`config.mk`:
```
export PLATFORM = sky130hd
export DESIGN_NAME = seq_alu
export DESIGN_NICKNAME = d
export VERILOG_FILES = /design/src/rtl/seq_alu.sv
export SDC_FILE = /design/constraint.sdc
export NUM_CORES = 1
export LEC_CHECK = 0
export ABC_AREA = 1
export ABC_CLOCK_PERIOD_IN_PS = 4700
export CORE_ASPECT_RATIO = 1.25
export CORE_MARGIN = 5
export CORE_UTILIZATION = 45
export DETAILED_ROUTE_END_ITERATION = 6
export GPL_TIMING_DRIVEN = 0
export MAX_ROUTING_LAYER = met4
export PLACE_DENSITY = 0.76
export SYNTH_ARGS = -nofsm -noshare
export SYNTH_HDL_FRONTEND = slang
export SYNTH_SLANG_ARGS = --single-unit
```
`constraint.sdc`:
```
create_clock -name clk -period 4.7 [get_ports clk]
set_input_delay 0.705 -clock clk [delete_from_list [all_inputs] [get_ports clk]]
set_output_delay 0.705 -clock clk [all_outputs]
set_load 0.05 [all_outputs]
```
`src/rtl/seq_alu.sv`:
```
// seq_alu: registered ALU with start/busy/done handshake, N/V/C/Z flags and a shift-add multiply
module seq_alu #(
  parameter int WIDTH = 8,
  parameter int CNTW = 4
) (
  input  logic             clk,
  input  logic             rst,
  input  logic             start,
  input  logic [3:0]       op,
  input  logic [WIDTH-1:0] in1,
  input  logic [WIDTH-1:0] in2,
  output logic             busy,
  output logic             done,
  output logic [WIDTH-1:0] result,
  output logic [WIDTH-1:0] result_hi,
  output logic [7:0]       sreg
);
  localparam logic [3:0] OP_COM = 4'b0001, OP_SUB = 4'b0010, OP_MUL = 4'b0011, OP_NEG = 4'b0100,
                         OP_INC = 4'b0101, OP_LSR = 4'b0110, OP_LSL = 4'b0111, OP_MOV = 4'b1000,
                         OP_ADD = 4'b1010, OP_ADC = 4'b1011, OP_AND = 4'b1100, OP_OR  = 4'b1101;
  typedef enum logic {IDLE, MUL_RUN} state_t;
  state_t state, state_n;
  logic [CNTW-1:0] cnt;
  logic [2*WIDTH-1:0] acc, mcand, prod;
  logic [WIDTH-1:0] mplier, r;
  logic [WIDTH:0] sum, diff;
  logic [3:0] f;
  logic wr;
  always_comb begin
    state_n = (state == IDLE) ? ((start && op == OP_MUL) ? MUL_RUN : IDLE)
                              : ((cnt == CNTW'(1)) ? IDLE : MUL_RUN);
    prod = acc + (mplier[0] ? mcand : '0);
  end
  always_comb begin
    sum = {1'b0, in1} + {1'b0, in2} + (WIDTH+1)'(op == OP_ADC && sreg[0]);
    diff = {1'b0, in1} - {1'b0, in2};
    r = result;
    f = sreg[3:0];
    wr = 1'b1;
    case (op)
      OP_COM: begin r = ~in1; f = {1'b0, r[WIDTH-1], ~|r, 1'b1}; end
      OP_SUB: begin
        r = diff[WIDTH-1:0];
        f = {(in1[WIDTH-1] != in2[WIDTH-1]) && (r[WIDTH-1] != in1[WIDTH-1]), r[WIDTH-1], ~|r, diff[WIDTH]};
      end
      OP_NEG: begin r = '0 - in1; f = {r == {1'b1, {(WIDTH-1){1'b0}}}, r[WIDTH-1], ~|r, |r}; end
      OP_INC: begin r = in1 + WIDTH'(1); f = {in1 == {1'b0, {(WIDTH-1){1'b1}}}, r[WIDTH-1], ~|r, sreg[0]}; end
      OP_LSR: begin r = in1 >> 1; f = {in1[0], 1'b0, ~|r, in1[0]}; end
      OP_LSL: begin r = in1 << 1; f = {r[WIDTH-1] ^ in1[WIDTH-1], r[WIDTH-1], ~|r, in1[WIDTH-1]}; end
      OP_MOV: r = in2;
      OP_ADD, OP_ADC: begin
        r = sum[WIDTH-1:0];
        f = {(in1[WIDTH-1] == in2[WIDTH-1]) && (r[WIDTH-1] != in1[WIDTH-1]), r[WIDTH-1], ~|r, sum[WIDTH]};
      end
      OP_AND: begin r = in1 & in2; f = {1'b0, r[WIDTH-1], ~|r, sreg[0]}; end
      OP_OR:  begin r = in1 | in2; f = {1'b0, r[WIDTH-1], ~|r, sreg[0]}; end
      default: wr = 1'b0;
    endcase
  end
  always_ff @(posedge clk) begin
    if (rst) begin
      state <= IDLE;
      cnt <= '0;
      acc <= '0;
      mcand <= '0;
      mplier <= '0;
      busy <= 1'b0;
      done <= 1'b0;
      result <= '0;
      result_hi <= '0;
      sreg <= '0;
    end else begin
      state <= state_n;
      done <= 1'b0;
      if (state == IDLE && start) begin
        if (op == OP_MUL) begin
          mcand <= {{WIDTH{1'b0}}, in1};
          mplier <= in2;
          acc <= '0;
          cnt <= CNTW'(WIDTH);
          busy <= 1'b1;
        end else begin
          done <= 1'b1;
          if (wr) begin
            result <= r;
            result_hi <= '0;
            sreg <= {4'b0, f};
          end
        end
      end else if (state == MUL_RUN) begin
        acc <= prod;
        mcand <= mcand << 1;
        mplier <= mplier >> 1;
        cnt <= cnt - CNTW'(1);
        if (cnt == CNTW'(1)) begin
          result <= prod[WIDTH-1:0];
          result_hi <= prod[2*WIDTH-1:WIDTH];
          sreg <= {4'b0, sreg[3], sreg[2], ~|prod, |prod[2*WIDTH-1:WIDTH]};
          busy <= 1'b0;
          done <= 1'b1;
        end
      end
    end
  end
endmodule

```
[Word-level counts from Yosys, hierarchy flattened]
Cells that the tools add are included.
Word-level totals
  register bits after elaboration: 71
  latch bits: 0
  bits in writable memories: 0
  memory bits (read-only): 0
  input port bits: 23
  output and inout port bits: 26
  logic and storage cells: 134
  memories: 0
Operators by class
  $add $sub $neg: 7
  multiply operators: 0
  div/mod/pow operators: 0
  magnitude comparators: 0
  eq/ne operators: 28
  shifts and indexed selects: 0
  mux-type cells: 42
  bitwise operators: 6
  reduce and logical (&&, ||, !) cells: 38
Operators by type and width (number)
  8-bit 2-to-1 mux: 18
  16-bit 2-to-1 mux: 7
  8-bit case mux with 10 select lines: 1
  8-bit OR reduction: 8
  4-bit case mux with 9 select lines: 1
  4-bit == test (second input constant): 5
  16-bit adder: 1
  4-bit by 3-bit == test with 1-bit output (second input constant): 4
  16-bit OR reduction: 1
  7-bit OR reduction: 2
  1-bit 2-to-1 mux: 12
  4-bit 2-to-1 mux: 3
  2-bit != test (second input constant): 6
  11-bit by 1-bit != test with 1-bit output (second input constant): 1
  11-bit OR reduction: 1
  1-bit logical NOT: 10
  10-bit by 1-bit != test with 1-bit output (second input constant): 1
  5-bit AND reduction: 2
  8-bit by 8-bit adder with 9-bit output: 1
  9-bit by 1-bit adder with 9-bit output: 1
  9-bit nonzero test: 1
  8-bit by 8-bit subtractor with 9-bit output: 1
  8-bit by 1-bit adder with 8-bit output (second input constant): 1
  8-bit AND: 1
  other kinds (20): 31

[Logic depth before layout (Yosys ltp)]
Gate-level depths: netlist of run 1.
  depth in word-level cells: 9
  gate-level depth with buffers: 20
  depth with buffers taken out: 19

[Least setup slack after synthesis of run 1]
OpenSTA, ideal clock, no wires.
  path kind: input to register
  from: in in1[0]
  to: reg sreg[1]
  setup time: 0.056 ns
  data arrival time: 2.680 ns
  data required time: 4.644 ns
  path slack: 1.964 ns
  stages on the path: 15
  path buffers: 1
  path through: buf_2 -> inv_1 -> ha_1 -> inv_1 -> fa_1 -> or2_2 -> nor3_1 -> nand3_1 -> nor2_1 -> nand3_1 -> nand3_1 -> nand2_1 -> nand3_1 -> nand2_1 -> inv_1
On the way
  longest elaborated chain between the ends: 8
  elaborated cells between the ends (all ways): 28
  classes of those cells: 5 x add/sub; 4 x mux; 3 x bitwise; 16 x reduce/logical
Ends and longest elaborated chain
  start: declaration: line 10  | input logic [WIDTH-1:0] in1,
  8-bit by 8-bit adder with 9-bit output: line 35  | sum = {1'b0, in1} + {1'b0, in2} + (WIDTH+1)'(op == OP_ADC && sreg[0]);
  9-bit by 1-bit adder with 9-bit output: line 35
  8-bit OR reduction: line 53  | f = {(in1[WIDTH-1] == in2[WIDTH-1]) && (r[WIDTH-1] != in1[WIDTH-1]), r[WIDTH-1], ~|r, sum[WIDTH]};
  1-bit logical NOT: line 53
  4-bit case mux with 9 select lines *: line 40  | case (op)
  8-bit 2-to-1 mux *: line 84  | if (wr) begin
  8-bit 2-to-1 mux *: line 76  | if (op == OP_MUL) begin
  8-bit 2-to-1 mux *: line 75  | if (state == IDLE && start) begin
  end signal: assignment: line 87  | sreg <= {4'b0, f};
  end signal: assignment: line 98  | sreg <= {4'b0, sreg[3], sreg[2], ~|prod, |prod[2*WIDTH-1:WIDTH]};
  end: declaration: line 16  | output logic [7:0] sreg
Mark *: on every way between the ends. The rest lies on a longest branch, timed or not. The select of a mux whose other input is x is not followed.
A chain may end at the register's enable or synchronous reset.

[Final worst setup path of run 1]
Same ends and word-level chain as after synthesis.

==> impl_summary.log, run 1 <==
[metrics] share of layout cells above drive strength 1: 0.0645
[metrics] Worst-Skew Late Latency: 0.34 ns
[metrics] # hold bufs at CTS: 0
[metrics] Hold Fails Final Rpt: 0
[metrics] Crit Path Category: in2reg
[metrics] placeable core area: 13100 um2
[metrics] maximum net fanout on the critical path: 9
[metrics] sequential fraction of the synthesis area: 0.226
[metrics] data arrival time of the critical path: 3.88 ns
[metrics] number of synthesized flops with an enable pin: 0
[metrics] H-tree depth: 3
[metrics] CTS tree: done
[metrics] Achievable Freq: 278 MHz
[metrics] synth cell count leaders: 301 x nand2_1, 121 x inv_1, 77 x a21oi_1, 75 x nor2_1, 67 x dfxtp_1
[metrics] metal1 wirelength: 7820 um
[metrics] Hold/Removal Path Class: reg2reg
[metrics] Overflow after GRT: 0
[metrics] pre-CTS setup slack: 0.835 ns
[metrics] kind of cell with the highest combined delay on the critical path: simple AND/OR/NAND/NOR gates
[metrics] CP Launch Type: input port
[metrics] P_leak: 3.41 nW
[metrics] total inserted antenna cells: 0
[metrics] Boundary Pins: 49
[metrics] routed length per instance: 16.1 um
[metrics] cells after synthesis: 975
[metrics] first-pass GRT wire length: 31000 um
[metrics] relative slew slack: 0.541
[metrics] Detail Placement HPWL: 15800 um
[metrics] Max Buffers Root-to-Sink: 2
[metrics] Buf/Inv on CP: 5
[metrics] Syn Std Cell Area: 5940 um2
[metrics] CTS Root Buffer Type: clkbuf_16
[metrics] Critical Path End Type: register
[metrics] minimum period implied by the final worst setup slack: 3.59 ns
[metrics] slowest stage cell on the critical path: clkdlybuf4s50_1
[metrics] Top Layer Used: met4
[metrics] Req. time, crit path: 4.99 ns
[metrics] width of the chip: 113 um
[metrics] max_cap viols: 0
[metrics] number of buffers inserted to repair setup after CTS: 0
[metrics] Setup WS post-layout: 1.11 ns
[metrics] met2 wire length: 10000 um
[metrics] Fin Setup TNS: 0 ns
[metrics] final weighted congestion in routability-driven placement: 0.983
[metrics] count of yosys warnings during synthesis: 0
[metrics] detailed-route vias per instance: 5.37
[metrics] worst path cell trace: clkdlybuf4s50_1 > buf_2 > inv_1 > ha_1 > inv_1 > fa_1 > or2_2 > nor3_1 > nand3_1 > nor2_1 > nand3_1 > nand3_1 > nand2_1 > nand3_1 > nand2_1 > inv_1
[metrics] number of I/O port buffers: 44
[metrics] most common cell in the synthesized netlist: nand2_1
[metrics] non-filler cells in the finished layout: 1209
[metrics] predominant post-synthesis flop cell: dfxtp_1
[metrics] Final Slew Violations: 0
[metrics] Synth Area per Inst: 6.10 um2
[metrics] vias in the first global route: 6375
[metrics] worst vdd ir: 0.179 mV
[metrics] antenna violations before repair: 0
[metrics] Routed Wire Length: 19400 um
[metrics] most numerous cell on the critical path: nand3_1
[metrics] Detail Route Antenna Nets: 0
[metrics] xor and xnor fraction of the mapped netlist area: 0.0265
[metrics] endpoints failing setup: 0
[metrics] #FFs+latches synth: 67
[metrics] clock transition at the registers of the reported paths: 0.06 ns
[metrics] detailed-routing iteration count for the pre-antenna-repair pass: 5
[metrics] unrepaired setup endpoints after global routing: no
[metrics] Final Cycle Share: 0.764
[metrics] Post-Synth Adder-Cell Area: 0.112
[metrics] starting density of the core: 0.453
[metrics] number of clock sinks: 67
[metrics] FP Rows: 47
[metrics] Resized cells post-CTS: 0
[metrics] number of instances in the placed design: 1193
[metrics] clock skew after layout: 0.00999 ns
[metrics] simple-gate portion of the synthesized area: 0.357
[metrics] drt initial violations: 420
[metrics] via count of the routed design: 6491
[metrics] area taken by flip-flops and latches: 1340 um2
[metrics] post-synthesis compound-gate area fraction: 0.159
[metrics] die area: 15600 um2
[metrics] Post-synth ARST share: 0
[metrics] power density over cell area: 251 nW/um2
[metrics] cell type contributing the most total cell area after synthesis: dfxtp_1
[metrics] Synth-to-Final Area Change: 16.6%
[metrics] number of buffers added by the clock tree synthesis step: 9
[metrics] outcome: complete, no violations
[metrics] Vert. Die Dim: 139 um
[metrics] Met3 Routed Length: 730 um
[metrics] Yosys top cell area share: 0.226
[metrics] remaining design rule violation count: 0
[metrics] largest cells by area after synthesis: dfxtp_1 23%, nand2_1 19%, ha_1 9.9%
[metrics] Layout Nets: 1107
[metrics] combined global-route utilization of all metal layers: 0.251
[metrics] filler cell count in the final layout: 1363
[metrics] slowest cell delay on critical path: 0.53 ns
[metrics] slew at the pin closest to its max-slew limit: 0.688 ns
[metrics] maximum number of pins on one net before global-route repair: 14
[metrics] Cell variety after synth: 44
[metrics] multi-input gate area in the final layout: 3910 um2
[metrics] post-synthesis mux area share: 0
[metrics] combinational family with the most area after synthesis: simple AND/OR/NAND/NOR gates
-- stage by stage --
step	util	power [mW]	instance area [um2]	hold WS (ns)
6_report	0.528	1.74	6930	0.464
5_1_grt	0.528	1.80	6930	0.481
4_1_cts	0.528	1.73	6930	0.467
3_5_place_dp	0.504	1.02	6610	0.459
3_3_place_gp	0.504	1.02	6610	0.457
2_1_floorplan	-	0.886	5960	0.440
-- logic make-up after synthesis --
logic type / after synthesis
simple gates: 497
other cells: 1
fa+ha+maj: 51
flops: 67
compound gates: 172
xor+xnor: 18
buf+inv: 169
-- area by class of cell --
| type | instances | share of cell area |
|---|---|---|
| tap | 171 | 0.0309 |
| clock inverter | 6 | 0.0130 |
| sequential | 67 | 0.194 |
| multi-input combinational | 742 | 0.564 |
| buffer | 39 | 0.0316 |
| clock buffer | 10 | 0.0330 |
| inverter | 130 | 0.0708 |
| timing repair buffer | 44 | 0.0636 |
-- layer usage --
layer,GRT usage,vias up
met5,-,-
met4,0.122,0
met3,0.0188,64
met2,0.456,204
met1,0.272,2947
li1,-,3276
-- sequential cells by signal (all words and copies together), names as in the netlist --
name and count:
acc 16, mcand 16, mplier 8, result 8, result_hi 8, cnt 4, sreg 4, busy 1
done 1, state 1
-- where the power goes --
| part | switching (mW) | internal (mW) |
|---|---|---|
| Clock | 0.260 | 0.465 |
| Combinational | 0.280 | 0.136 |
| Sequential | 0.0126 | 0.587 |
| Total | 0.552 | 1.19 |
-- final timing paths --
path / startpoint / end / slack [ns] / depth (start not counted)
setup / recovery: in1[0] / sreg[1]$_SDFFE_PP0P_ / 1.11 / 16
hold / removal: result[7]$_SDFFE_PP0P_ / result[7]$_SDFFE_PP0P_ / 0.46 / 2
setup reg to reg: mplier[0]$_SDFFE_PP0P_ / sreg[1]$_SDFFE_PP0P_ / 1.64 / 16
hold reg to reg: result[7]$_SDFFE_PP0P_ / result[7]$_SDFFE_PP0P_ / 0.46 / 2
-- worst min-delay path, delay by kind of cell (launching register included) --
kind / cells / cell delay, ns
AND/OR/NAND/NOR: 1 / 0.06
flip-flops: 1 / 0.31
AO/OA/AOI/OAI: 1 / 0.05
-- layout by cell type, fill, tap and decap left out, types with 3 or more instances in the layout --
cell type	count
xor2_1	12
nand3b_1	7
clkbuf_16	9
a21oi_1	77
buf_6	3
clkbuf_1	15
clkdlybuf4s50_1	44
nand2_1	301
fa_1	4
or2_2	3
o21ai_1	4
o21ai_0	47
o211ai_1	4
nand3_1	63
dfxtp_1	67
nor2_1	75
nor2_4	3
buf_4	9
nor2_2	4
nand4_1	19
a31oi_1	16
inv_1	121
nor3_1	12
o22ai_1	13
ha_1	47
xnor2_1	6
inv_2	8
conb_1	4
buf_2	12
Power figures use the tool's default switching activity.
==> inputs of run 2 (changes only) <==
ABC_CLOCK_PERIOD_IN_PS = 3500   (was 4700)
clock period = 3.5 ns   (was 4.7 ns; I/O delays follow)
==> impl_summary.log, run 2 (synthesized netlist as in run 1, its figures left out) <==
[metrics] final weighted congestion in routability-driven placement: 0.983 (unchanged)
[metrics] Hold Fails Final Rpt: 0 (unchanged)
[metrics] clock skew after layout: 0.00975 ns (-0.000239 ns)
[metrics] clock transition at the registers of the reported paths: 0.06 ns (about the same)
[metrics] CTS tree: done
[metrics] placed standard-cell area: 6610 um2 (unchanged)
[metrics] slew at the pin closest to its max-slew limit: 0.671 ns (-0.0169 ns)
[metrics] number of instances in the placed design: 1193 (unchanged)
[metrics] unrepaired setup endpoints after global routing: no
[metrics] detailed-route vias per instance: 5.38 (+0.17%)
[metrics] FP Rows: 47 (unchanged)
[metrics] data arrival time of the critical path: 3.57 ns (-0.31 ns)
[metrics] sequential share of power: 0.345 (about the same)
[metrics] Routed Wire Length: 19300 um (-0.50%)
[metrics] Clock power frac: 0.416 (about the same)
[metrics] die area: 15600 um2 (unchanged)
[metrics] via count of the routed design: 6513 (+0.34%)
[metrics] Final Slew Violations: 0 (unchanged)
[metrics] number of buffers added by the clock tree synthesis step: 9 (unchanged)
[metrics] combinational cell fraction of total power: 0.239 (about the same)
[metrics] outcome: complete, no violations
[metrics] internal portion of total power: 1.60 mW (+34%)
[metrics] drt initial violations: 408 (-2.9%)
[metrics] number of clock sinks: 67 (unchanged)
[metrics] Req. time, crit path: 3.77 ns (-1.22 ns)
[metrics] worst hold-check slack: 0.464 ns (+0.000603 ns)
[metrics] post-layout instance area: 6950 um2 (+0.29%)
[metrics] CP Launch Type: input port
[metrics] Worst-Skew Late Latency: 0.34 ns (about the same)
[metrics] combined global-route utilization of all metal layers: 0.251 (unchanged)
[metrics] CTS Root Buffer Type: clkbuf_16
[metrics] remaining design rule violation count: 0 (unchanged)
[metrics] share of layout cells above drive strength 1: 0.0683 (+0.00372)
[metrics] endpoints failing setup: 0 (unchanged)
[metrics] fraction of power spent switching nets: 0.316 (-0.00120)
[metrics] max_cap viols: 0 (unchanged)
[metrics] Synth-to-Final Area Change: 16.9%
[metrics] maximum net fanout on the critical path: 8 (-1)
[metrics] first-pass GRT wire length: 31000 um (unchanged)
[metrics] Critical Path End Type: register
[metrics] worst vdd ir: 0.241 mV (+34%)
[metrics] P_leak: 3.42 nW (+0.22%)
[metrics] Detail Route Antenna Nets: 0 (unchanged)
[metrics] Hold/Removal Path Class: reg2reg
[metrics] Detail Placement HPWL: 15800 um (unchanged)
[metrics] filler cell count in the final layout: 1360 (-0.22%)
[metrics] H-tree depth: 3 (unchanged)
[metrics] maximum number of pins on one net before global-route repair: 14 (unchanged)
[metrics] total inserted antenna cells: 0 (unchanged)
[metrics] Layout Nets: 1109 (+0.18%)
[metrics] pre-CTS setup slack: -0.185 ns (-1.02 ns)
[metrics] switching pwr: 738 uW (+34%)
[metrics] relative slew slack: 0.553 (+0.0113)
[metrics] Max Buffers Root-to-Sink: 2 (unchanged)
[metrics] most frequent cells in the layout: 301 x nand2_1, 120 x inv_1, 77 x a21oi_1
[metrics] Setup WS post-layout: 0.199 ns (-0.909 ns)
[metrics] # hold bufs at CTS: 0 (unchanged)
[metrics] Final Cycle Share: 0.943
[metrics] detailed-routing iteration count for the pre-antenna-repair pass: 7 (+2)
[metrics] minimum period implied by the final worst setup slack: 3.30 ns
[metrics] most frequent standard cell in the layout excluding fill and tap cells: nand2_1
[metrics] starting density of the core: 0.453 (unchanged)
[metrics] power density over cell area: 336 nW/um2 (+34%)
[metrics] Overflow after GRT: 0 (unchanged)
[metrics] Crit Path Category: in2reg
[metrics] number of I/O port buffers: 44 (unchanged)
[metrics] Achievable Freq: 303 MHz
[metrics] antenna violations before repair: 0 (unchanged)
[metrics] non-filler cells in the finished layout: 1211 (+0.17%)
[metrics] placeable core area: 13100 um2 (unchanged)
[metrics] Boundary Pins: 49 (unchanged)
[metrics] vias in the first global route: 6375 (unchanged)
[metrics] Vert. Die Dim: 139 um (unchanged)
[metrics] routed length per instance: 16.0 um (-0.66%)
[metrics] largest registers in the final layout: acc: 16 flops, mcand: 16 flops
[metrics] width of the chip: 113 um (unchanged)
## run 2: cell count changes in the layout (fill, tap and decap cells not counted)
cell | before | now
buf_4 | 9 | 11
clkbuf_2 | 1 | 2
clkbuf_1 | 15 | 14
clkinvlp_4 | 1 | 2
inv_1 | 121 | 120
## run 2: per-layer routing
layer / global-route usage / vias to the layer above / share of wire
li1: - / 3275 / -
met1: 0.272 / 2952 / 0.39
met2: 0.456 / 229 / 0.52
met3: 0.0188 / 57 / 0.046
met4: 0.122 / 0 / 0.042
met5: - / - / 0
## run 2: final cells by class
type                       instances  area (um2)  area share
multi-input combinational        742        3910       0.562
buffer                            39         220      0.0317
clock buffer                      10         229      0.0329
clock inverter                     6        90.1      0.0130
tap                              171         214      0.0308
sequential                        67        1340       0.193
timing repair buffer              46         455      0.0655
inverter                         130         494      0.0711
## run 2: worst max-delay path, stage by stage
cell	delay [ns]
clkdlybuf4s50_1	0.53
buf_2	0.29
clkinvlp_4	0.14
buf_4	0.15
fa_1	0.42
inv_1	0.10
nand2_1	0.07
a21oi_1	0.29
nand2_1	0.14
nand3_1	0.11
nand2_1	0.06
o21ai_0	0.37
inv_1	0.09
nand4_1	0.09
nand2_1	0.08
a21oi_1	0.11
## run 2: final timing paths
path	endpoint	slack, ns	start	depth (start not counted)
worst max-delay path	result[7]$_SDFFE_PP0P_	0.20	in1[0]	16
worst min-delay path	result[7]$_SDFFE_PP0P_	0.46	result[7]$_SDFFE_PP0P_	2
worst max register to register	sreg[0]$_SDFFE_PP0P_	0.47	mplier[0]$_SDFFE_PP0P_	16
worst min register to register	result[7]$_SDFFE_PP0P_	0.46	result[7]$_SDFFE_PP0P_	2
## run 2: power by group through the flow
stage	clock (mW)	sequential (mW)	combinational [mW]
floorplan	0	0.866	0.324
detailed placement	0	0.821	0.549
global placement	0	0.821	0.544
finish	0.971	0.805	0.559
global route	1.00	0.808	0.611
CTS	0.966	0.805	0.551
## run 2: stage by stage
step / utilization / total power, mW / TNS [ns]
after global placement: 0.504 / 1.36 / -0.240
final: 0.530 / 2.33 / 0
after global routing: 0.530 / 2.42 / 0
after CTS: 0.528 / 2.32 / 0
after floorplan: - / 1.19 / 0
after detailed placement: 0.504 / 1.37 / -0.321
## run 2: timing repair
action,CTS,global route
resized for setup,0,3
endpoints found under the hold margin,0,0
setup buffers,0,2
endpoints found under the setup margin,0,2
